## config.mk

```make
export PLATFORM = sky130hd
export DESIGN_NAME = pipe_stage_buf_flat
export DESIGN_NICKNAME = d
export VERILOG_FILES = /design/src/rtl/pipe_stage_buf_if.sv /design/src/rtl/pipe_stage_buf.sv /design/src/flat_wrapper.sv
export SDC_FILE = /design/constraint.sdc
export NUM_CORES = 1
export LEC_CHECK = 0
export ABC_CLOCK_PERIOD_IN_PS = 5260
export BUFFER_PORTS_ARGS = -buffer_cell sky130_fd_sc_hd__buf_4
export CORE_ASPECT_RATIO = 1.4
export CORE_UTILIZATION = 57
export DETAILED_ROUTE_END_ITERATION = 8
export HOLD_SLACK_MARGIN = 0.08
export PLACE_DENSITY = 0.87
export SLEW_MARGIN = 20
export SYNTH_ARGS = -nofsm -noshare
export SYNTH_HDL_FRONTEND = slang
export SYNTH_SLANG_ARGS = --single-unit
```

## constraint.sdc

```tcl
create_clock -name clk -period 5.26 [get_ports clk]
set_input_delay 0.263 -clock clk [delete_from_list [all_inputs] [get_ports clk]]
set_output_delay 0.263 -clock clk [all_outputs]
set_load 0.05 [all_outputs]
```

## src/rtl/pipe_stage_buf_if.sv

```systemverilog
// Valid/ready stage handshake bundle: upstream beat in, downstream beat out, flush.
// slave = the stage itself, master = the surrounding pipeline logic.
interface pipe_stage_buf_if #(
  parameter int unsigned DATA_W = 32,
  parameter int unsigned CTRL_W = 16
);
  logic              is_flush;
  logic              is_valid;
  logic              os_ready;
  logic [DATA_W-1:0] i_data;
  logic [CTRL_W-1:0] is_ctrl;
  logic              os_valid;
  logic              is_ready;
  logic [DATA_W-1:0] o_data;
  logic [CTRL_W-1:0] os_ctrl;

  modport slave (
    input  is_flush, is_valid, i_data, is_ctrl, is_ready,
    output os_ready, os_valid, o_data, os_ctrl
  );

  modport master (
    output is_flush, is_valid, i_data, is_ctrl, is_ready,
    input  os_ready, os_valid, o_data, os_ctrl
  );
endinterface

```

## src/rtl/pipe_stage_buf.sv

```systemverilog
// Generic pipeline stage register: main + skid slot, valid/ready handshake, flush to zeroed bubble.
// Optional PIPE_STAGE_STATS_EN adds saturating delivered-beat and flushed-entry counters.
module pipe_stage_buf #(
  parameter int unsigned DATA_W = 32,
  parameter int unsigned CTRL_W = 16,
  parameter int unsigned CNT_W  = 16
) (
  input  logic             clk,
  input  logic             rst,
  pipe_stage_buf_if.slave  bus
`ifdef PIPE_STAGE_STATS_EN
  ,
  output logic [CNT_W-1:0] o_beat_count,
  output logic [CNT_W-1:0] o_drop_count
`endif
);

  localparam int unsigned PAY_W = DATA_W + CTRL_W;

  if (CNT_W == 0) begin : g_cnt_w_check
    $error("pipe_stage_buf: CNT_W must be at least 1");
  end

  // State is the slot valid bits: {skid_valid, main_valid}
  typedef enum logic [1:0] {
    EMPTY = 2'b00,
    ONE   = 2'b01,
    FULL  = 2'b11
  } state_e;

  state_e           state;
  state_e           state_nxt;
  logic             main_valid;
  logic             skid_valid;
  logic [PAY_W-1:0] main_q;
  logic [PAY_W-1:0] skid_q;
  logic [PAY_W-1:0] in_pay;
  logic             in_fire;
  logic             out_fire;
  logic             main_load_in;
  logic             main_load_skid;
  logic             main_clear;
  logic             skid_load;

  assign main_valid = state[0];
  assign skid_valid = state[1];
  assign in_pay     = {bus.is_ctrl, bus.i_data};

  // Ready never looks at downstream ready: the skid slot absorbs a late stall
  assign bus.os_ready = ~skid_valid & ~bus.is_flush;
  assign bus.os_valid = main_valid;
  assign bus.o_data   = main_q[DATA_W-1:0];
  assign bus.os_ctrl  = main_q[PAY_W-1:DATA_W];

  assign in_fire  = bus.is_valid & bus.os_ready;
  assign out_fire = main_valid & bus.is_ready;

  // State register
  always_ff @(posedge clk) begin
    if (rst) begin
      state <= EMPTY;
    end else begin
      state <= state_nxt;
    end
  end

  // Next state
  always_comb begin
    state_nxt = state;
    if (bus.is_flush) begin
      state_nxt = EMPTY;
    end else begin
      case (state)
        EMPTY: begin
          if (in_fire) state_nxt = ONE;
        end
        ONE: begin
          if (in_fire && !out_fire)      state_nxt = FULL;
          else if (!in_fire && out_fire) state_nxt = EMPTY;
        end
        FULL: begin
          if (out_fire) state_nxt = ONE;
        end
        default: state_nxt = EMPTY;
      endcase
    end
  end

  // Slot update controls; any entry into EMPTY clears main so bubbles carry zero control
  always_comb begin
    main_load_in   = 1'b0;
    main_load_skid = 1'b0;
    main_clear     = 1'b0;
    skid_load      = 1'b0;
    if (bus.is_flush) begin
      main_clear = 1'b1;
    end else begin
      case (state)
        EMPTY: begin
          main_load_in = in_fire;
        end
        ONE: begin
          if (in_fire && out_fire) main_load_in = 1'b1;
          else if (in_fire)        skid_load    = 1'b1;
          else if (out_fire)       main_clear   = 1'b1;
        end
        FULL: begin
          main_load_skid = out_fire;
        end
        default: main_clear = 1'b1;
      endcase
    end
  end

  always_ff @(posedge clk) begin
    if (rst) begin
      main_q <= '0;
      skid_q <= '0;
    end else begin
      if (main_clear)          main_q <= '0;
      else if (main_load_in)   main_q <= in_pay;
      else if (main_load_skid) main_q <= skid_q;
      if (skid_load)           skid_q <= in_pay;
    end
  end

`ifdef PIPE_STAGE_STATS_EN
  localparam logic [CNT_W-1:0] CNT_MAX = '1;

  logic [1:0]     drop_n;
  logic [CNT_W:0] drop_sum;

  // A main entry leaving in the flush cycle was delivered, not dropped
  always_comb begin
    drop_n = 2'd0;
    if (bus.is_flush) begin
      drop_n = 2'(main_valid & ~out_fire) + 2'(skid_valid);
    end
  end

  assign drop_sum = {1'b0, o_drop_count} + (CNT_W+1)'(drop_n);

  always_ff @(posedge clk) begin
    if (rst) begin
      o_beat_count <= '0;
      o_drop_count <= '0;
    end else begin
      if (out_fire && (o_beat_count != CNT_MAX)) begin
        o_beat_count <= o_beat_count + CNT_W'(1);
      end
      if (drop_sum > {1'b0, CNT_MAX}) o_drop_count <= CNT_MAX;
      else                            o_drop_count <= drop_sum[CNT_W-1:0];
    end
  end
`endif

endmodule

```

## src/flat_wrapper.sv

```systemverilog
// flat-port wrapper written by rule: the top's interface ports become plain ports
module pipe_stage_buf_flat 
#(
  parameter int unsigned DATA_W = 32,
  parameter int unsigned CTRL_W = 16,
  parameter int unsigned CNT_W  = 16
)
  (clk, rst, bus_is_flush, bus_is_valid, bus_i_data, bus_is_ctrl, bus_is_ready, bus_os_ready, bus_os_valid, bus_o_data, bus_os_ctrl);
  pipe_stage_buf_if #(.DATA_W(DATA_W), .CTRL_W(CTRL_W)) bus_i ();
  input  logic clk;
  input  logic rst;
  input wire logic [$bits(bus_i.is_flush)-1:0] bus_is_flush;
  input wire logic [$bits(bus_i.is_valid)-1:0] bus_is_valid;
  input wire logic [$bits(bus_i.i_data)-1:0] bus_i_data;
  input wire logic [$bits(bus_i.is_ctrl)-1:0] bus_is_ctrl;
  input wire logic [$bits(bus_i.is_ready)-1:0] bus_is_ready;
  output wire logic [$bits(bus_i.os_ready)-1:0] bus_os_ready;
  output wire logic [$bits(bus_i.os_valid)-1:0] bus_os_valid;
  output wire logic [$bits(bus_i.o_data)-1:0] bus_o_data;
  output wire logic [$bits(bus_i.os_ctrl)-1:0] bus_os_ctrl;
  assign bus_i.is_flush = bus_is_flush;
  assign bus_i.is_valid = bus_is_valid;
  assign bus_i.i_data = bus_i_data;
  assign bus_i.is_ctrl = bus_is_ctrl;
  assign bus_i.is_ready = bus_is_ready;
  assign bus_os_ready = bus_i.os_ready;
  assign bus_os_valid = bus_i.os_valid;
  assign bus_o_data = bus_i.o_data;
  assign bus_os_ctrl = bus_i.os_ctrl;
  pipe_stage_buf #(.DATA_W(DATA_W), .CTRL_W(CTRL_W), .CNT_W(CNT_W)) u_core (.clk(clk), .rst(rst), .bus(bus_i));
endmodule
```

==> results of run 1 <==
==> sequential cells by signal, summed over array words and instances (netlist names) <==
register,count
u_core.main_q,48
u_core.state,2
u_core.skid_q,48
==> cell type report <==
class	count	area (um2)	share of cell area [%]
inverter	4	15.0	0.296
tap	95	119	2.34
sequential	98	1960	38.7
timing repair buffer	104	781	15.4
multi-input combinational	314	1940	38.3
clock inverter	4	97.6	1.92
clock buffer	12	155	3.06
==> placed cells by master, fill, tap and decap left out, types with 4 or more instances in the layout <==
cell                       instances
sky130_fd_sc_hd__a211oi_1         28
sky130_fd_sc_hd__a211oi_2         20
sky130_fd_sc_hd__a21oi_1          50
sky130_fd_sc_hd__buf_4           104
sky130_fd_sc_hd__clkbuf_8         11
sky130_fd_sc_hd__dfxtp_1          98
sky130_fd_sc_hd__ha_1              4
sky130_fd_sc_hd__inv_1             4
sky130_fd_sc_hd__mux2i_1          48
sky130_fd_sc_hd__nand2_1          98
sky130_fd_sc_hd__nor2_1           51
==> where the power goes <==
part | internal [uW] | switching, uW
registers | 760 | 10.9
clock network | 342 | 245
logic | 66.9 | 123
total | 1170 | 379
==> cell families (layout without fill, tap and decap cells) <==
kind of cell             Yosys count  in the layout  synth area share, %
AND/OR/NAND/NOR                  156            156                 15.2
flip-flops                        98             98                 48.3
multiplexers                      48             48                 11.8
AO/OA/AOI/OAI                    106            106                 19.0
adder cells (fa/ha/maj)            4              4                 1.23
buffers and inverters             39            124                 4.47
==> worst max-delay path: cells and delay by family, from the launching register on <==
| kind | cells | cell delay [ps] |
|---|---|---|
| flip-flops | 1 | 470 |
| AO/OA/AOI/OAI | 2 | 620 |
| AND/OR/NAND/NOR | 2 | 1070 |
| adder cells (fa/ha/maj) | 1 | 250 |
==> routing by layer <==
layer	vias to the layer above	part of all wire, %	track usage (%)
met2	95	53	43.9
li1	1707	-	-
met1	1642	41	32.2
met3	7	5.1	6.02
met4	0	0.87	5.77
met5	-	0	0
==> per-stage QoR <==
step	utilization, %	power [uW]	worst slack [ps]
floorplan	-	903	3150
global placement	69.3	972	2980
detailed placement	69.5	977	2810
CTS	73.1	1550	2800
global route	73.1	1600	2560
finish	73.1	1550	2770
==> how the worst min path moves through the flow <==
stage                                         from                              to
finish                              bus_i_data[14]  u_core.skid_q[14]$_SDFFE_PP0P_
global route                        bus_i_data[14]  u_core.skid_q[14]$_SDFFE_PP0P_
CTS                                 bus_i_data[14]  u_core.skid_q[14]$_SDFFE_PP0P_
detailed placement  u_core.skid_q[18]$_SDFFE_PP0P_  u_core.skid_q[18]$_SDFFE_PP0P_
global placement    u_core.skid_q[47]$_SDFFE_PP0P_  u_core.skid_q[47]$_SDFFE_PP0P_
floorplan                            bus_i_data[0]   u_core.skid_q[0]$_SDFFE_PP0P_
==> results.sh, run 1 <==
export IMPL_filler_cell_count=537
export IMPL_highest_attainable_clock_frequency_mhz=402
export IMPL_period_share_pct=47.3
export IMPL_iteration_0_drc_count_of_the_detailed_router=233
export IMPL_dp_cells=615
export IMPL_regToRegStartpoint="u_core.state[0]$_SDFFE_PP0P_"
export IMPL_min_delay_path_depth=3
export IMPL_cts_tree="yes"
export IMPL_wire_length_of_the_first_global_routing_pass_mm=14.9
export IMPL_count_of_instances_resized_after_the_clock_tree_is_built=0
export IMPL_synth_enable_flop_cells=0
export IMPL_antenna_diode_count=0
export IMPL_fraction_of_final_layout_cells_with_drive_strength_greater_than_1_pct=26.9
export IMPL_synth_top_cell_area_share_pct=48.3
export IMPL_starting_utilization_of_the_core_area_pct=58.5
export IMPL_timing_critical_path_required_ps=5540
export IMPL_detailed_place_area_mm2=0.00482
export IMPL_critPathMaxStageDelay_ps=900
export IMPL_cts_root_buf="sky130_fd_sc_hd__clkbuf_8"
export IMPL_critical_path_start="u_core.state[0]$_SDFFE_PP0P_"
export IMPL_post_cts_hold_buffer_count=0
export IMPL_synth_seq_area_share_pct=48.3
export IMPL_synthArstFlopShare_pct=0
export IMPL_setup_violations=0
export IMPL_dieArea_mm2=0.00747
export IMPL_drt_total_wl_mm=9.44
export IMPL_placement_rows=36
export IMPL_synth_nets=508
export IMPL_route_antenna_remaining_nets=0
export IMPL_synth_top_flop_cell="sky130_fd_sc_hd__dfxtp_1"
export IMPL_max_cap_violations=0
export IMPL_clock_path_buffers=2
export IMPL_global_route_overflow_total=0
export IMPL_timing_reg2reg_setup_slack_ps=2770
export IMPL_power_static_leakage_uw=0.00225
export IMPL_vdd_ir_drop_worst_v=0.000193
export IMPL_finalCriticalPeriod_ps=2490
export IMPL_ys_ff_latch=98
export IMPL_synth_commonest_cells="99 x sky130_fd_sc_hd__nand2_1, 98 x sky130_fd_sc_hd__dfxtp_1, 51 x sky130_fd_sc_hd__nor2_1"
export IMPL_post_cts_buffers=0
export IMPL_worst_hold_slack_ps=154
export IMPL_worst_slew_margin_rel_pct=31.4
export IMPL_clk_transition_reported_paths_ps=90
export IMPL_timing_critical_path_slowest_stage_cell="sky130_fd_sc_hd__and2_2"
export IMPL_mean_syn_cell_area_um2=9.00
export IMPL_grt_antenna_before_repair=0
export IMPL_grt_max_degree=97
export IMPL_critical_path_endpoint_type="flip-flop"
export IMPL_cts_htree_levels=3
export IMPL_track_usage_pct=25.4
export IMPL_syn_inst=451
export IMPL_finalInstanceArea_mm2=0.00507
export IMPL_synthMostInstantiatedCell="sky130_fd_sc_hd__nand2_1"
export IMPL_summed_negative_setup_slack_over_all_endpoints_ps=0
export IMPL_die_height_um=102
export IMPL_synth_area_top_cells="sky130_fd_sc_hd__dfxtp_1 48%, sky130_fd_sc_hd__mux2i_1 12%, sky130_fd_sc_hd__nand2_1 9.2%"
export IMPL_hold_viol_final=0
export IMPL_syn_area_mm2=0.00406
export IMPL_run_status="finished, final reports clean"
export IMPL_routabilityCongestion=0.778
export IMPL_tritoncts_num_buffers=9
export IMPL_chipWidth_um=73.3
export IMPL_final_cells=631
export IMPL_critPathMaxFanout=48
export IMPL_crit_path_cell_trace="ha_1 -> a21boi_0 -> and2_2 -> nand2_1 -> a21oi_1"
export IMPL_path_class="flip-flop to flip-flop"
export IMPL_data_arrival_time_of_the_critical_path_ps=2770
export IMPL_port_buffer_count=102
export IMPL_critical_path_start_type="flip-flop"
export IMPL_via_count_of_the_first_global_routing_pass=3222
export IMPL_final_number_of_max_transition_violations=0
export IMPL_synth_cell_type_count=27
export IMPL_setup_worst_path_end="u_core.skid_q[34]$_SDFFE_PP0P_"
export IMPL_final_nets=588
export IMPL_r2r_cells=5
export IMPL_pwr_density_cell_mw_per_mm2=305
export IMPL_area_growth_syn_to_layout_pct=24.9
export IMPL_routed_via_count=3451
export IMPL_worst_slew_pin_transition_ps=1030
export IMPL_worst_hold_path_type="input port to flip-flop"
export IMPL_detail_route_drc_violations=0
export IMPL_cts_sink_count=98
export IMPL_drtPass1Iterations=4
export IMPL_routed_wire_length_per_instance_um=15.0
export IMPL_worst_reg2reg_endpoint="u_core.skid_q[34]$_SDFFE_PP0P_"
export IMPL_io_pins=103
export IMPL_worst_skew_pair_late_latency_ps=360
export IMPL_hpwl_mm=5.64
export IMPL_timing_clock_skew_ps=8.23
export IMPL_ys_warnings_count=0
export IMPL_vias_per_cell=5.47
export IMPL_core_outline_area_mm2=0.00694
export IMPL_grt_setup_unrepaired="no"
export IMPL_synth_largest_area_cell="sky130_fd_sc_hd__dfxtp_1"
(Power assumes the default switching activity.)
==> run 2, diff against run 1 <==
ABC_CLOCK_PERIOD_IN_PS = 2600   (was 5260)
CORE_UTILIZATION = 53   (was 57)
PLACE_DENSITY = 0.82   (was 0.87)
clock period = 2.6 ns   (was 5.26 ns; I/O delays follow)
==> results.sh, run 2 (synthesis gave the netlist of run 1 again) <==
export IMPL_run_status="finished, final reports clean"
export IMPL_critPathMaxFanout=22
export IMPL_vdd_ir_drop_worst_v=0.000398
export IMPL_critical_path_endpoint_type="flip-flop"
export IMPL_fraction_of_final_layout_cells_with_drive_strength_greater_than_1_pct=25.4
export IMPL_chipWidth_um=76.0
export IMPL_die_height_um=106
export IMPL_detail_route_drc_violations=0
export IMPL_core_outline_area_mm2=0.00736
export IMPL_final_worst_slack_ps=349
export IMPL_sequentialPowerShare_pct=49.6
export IMPL_summed_negative_setup_slack_over_all_endpoints_ps=0
export IMPL_highest_attainable_clock_frequency_mhz=444
export IMPL_final_nets=643
export IMPL_post_place_ws_ps=396
export IMPL_finalCriticalPeriod_ps=2250
export IMPL_mostFrequentLayoutCell="sky130_fd_sc_hd__buf_4"
export IMPL_path_class="flip-flop to flip-flop"
export IMPL_worst_slew_margin_rel_pct=63.1
export IMPL_clock_path_buffers=2
export IMPL_max_cap_violations=0
export IMPL_hold_viol_final=0
export IMPL_drtPass1Iterations=5
export IMPL_routed_wire_length_per_instance_um=15.6
export IMPL_worst_slew_pin_transition_ps=553
export IMPL_setup_violations=0
export IMPL_clk_transition_reported_paths_ps=90
export IMPL_mostFrequentLayoutCells="106 x sky130_fd_sc_hd__buf_4, 98 x sky130_fd_sc_hd__nand2_1, 98 x sky130_fd_sc_hd__dfxtp_1, 51 x sky130_fd_sc_hd__nor2_1"
export IMPL_track_usage_pct=27.3
export IMPL_critical_path_start_type="flip-flop"
export IMPL_detailed_place_area_mm2=0.00489
export IMPL_power_net_switching_uw=798
export IMPL_period_share_pct=86.6
export IMPL_area_growth_syn_to_layout_pct=38.6
export IMPL_vias_per_cell=5.54
export IMPL_worst_hold_path_type="input port to flip-flop"
export IMPL_antenna_diode_count=0
export IMPL_placement_rows=37
export IMPL_power_static_leakage_uw=0.00249
export IMPL_share_comb_of_total_power_pct=14.5
export IMPL_routed_via_count=3809
export IMPL_final_number_of_max_transition_violations=0
export IMPL_cts_tree="yes"
export IMPL_swShare_pct=25.4
export IMPL_post_cts_buffers=0
export IMPL_cts_sink_count=98
export IMPL_dieArea_mm2=0.00802
export IMPL_pwr_density_cell_mw_per_mm2=559
export IMPL_timing_reg2reg_setup_slack_ps=350
export IMPL_starting_utilization_of_the_core_area_pct=55.1
export IMPL_worst_skew_pair_late_latency_ps=360
export IMPL_grt_setup_unrepaired="no"
export IMPL_grt_antenna_before_repair=0
export IMPL_power_share_clock_pct=35.8
export IMPL_filler_cell_count=503
export IMPL_hpwl_mm=6.14
export IMPL_finalInstanceArea_mm2=0.00562
export IMPL_drt_total_wl_mm=10.7
export IMPL_timing_clock_skew_ps=7.76
export IMPL_cts_root_buf="sky130_fd_sc_hd__clkbuf_8"
export IMPL_iteration_0_drc_count_of_the_detailed_router=211
export IMPL_biggestRegsByFlops="u_core.main_q x48, u_core.skid_q x48, u_core.state x2"
export IMPL_route_antenna_remaining_nets=0
export IMPL_timing_critical_path_required_ps=2870
export IMPL_grt_max_degree=97
export IMPL_internal_power_uw=2350
export IMPL_routabilityCongestion=0.777
export IMPL_tritoncts_num_buffers=9
export IMPL_cts_htree_levels=3
export IMPL_data_arrival_time_of_the_critical_path_ps=2520
export IMPL_io_pins=103
export IMPL_via_count_of_the_first_global_routing_pass=3810
export IMPL_wire_length_of_the_first_global_routing_pass_mm=17.5
export IMPL_port_buffer_count=102
export IMPL_global_route_overflow_total=0
[run 2: critical path: stages, from the launching register on]
cell,delay (ps)
sky130_fd_sc_hd__dfxtp_1,480
sky130_fd_sc_hd__inv_1,120
sky130_fd_sc_hd__ha_1,240
sky130_fd_sc_hd__and3_1,230
sky130_fd_sc_hd__a221o_2,590
sky130_fd_sc_hd__buf_4,290
sky130_fd_sc_hd__a211oi_1,210
[run 2: final timing paths]
path | end | from | cells past startpoint
setup reg to reg | u_core.main_q[24]$_SDFFE_PP0P_ | u_core.state[1]$_SDFFE_PP0P_ | 6
hold / removal | u_core.state[1]$_SDFFE_PP0P_ | bus_is_ready | 4
hold reg to reg | u_core.skid_q[3]$_SDFFE_PP0P_ | u_core.skid_q[3]$_SDFFE_PP0P_ | 2
setup / recovery | u_core.main_q[24]$_SDFFE_PP0P_ | u_core.state[1]$_SDFFE_PP0P_ | 6
[run 2: cell type report]
cell class	count	area, um2	area share (%)
clock buffer	12	165	2.94
clock inverter	4	72.6	1.29
inverter	4	15.0	0.267
multi-input combinational	314	1930	34.3
sequential	98	1960	34.9
tap	97	121	2.16
timing repair buffer	159	1360	24.1
[run 2: timing repair]
item / in CTS / in global routing
hold buffers: 50 / 0
resized for setup: 0 / 0
hold endpoints to repair: 67 / 0
[run 2: through the flow]
step	hold slack (ps)	util, %	power, uW	cells
after global placement	388	66.4	1970	622
after detailed placement	396	66.4	1980	622
after floorplan	266	-	1830	451
after global routing	152	76.4	3250	688
final	140	76.4	3140	688
after CTS	114	76.4	3150	688
[run 2: power by group through the flow]
stage | Sequential, uW | Combinational (uW) | Clock, uW
global placement | 1590 | 382 | 0
detailed placement | 1590 | 390 | 0
global route | 1560 | 483 | 1200
finish | 1560 | 456 | 1130
CTS | 1560 | 451 | 1140
floorplan | 1690 | 139 | 0
[run 2: routing by layer]
metal	vias to the layer above	share of wire [%]	global-route usage [%]	wire, um
met3	30	4.3	5.89	462
li1	1822	-	-	-
met1	1828	40	31.1	4260
met5	-	0	0	0
met4	0	3.6	15.0	390
met2	129	52	47.4	5590
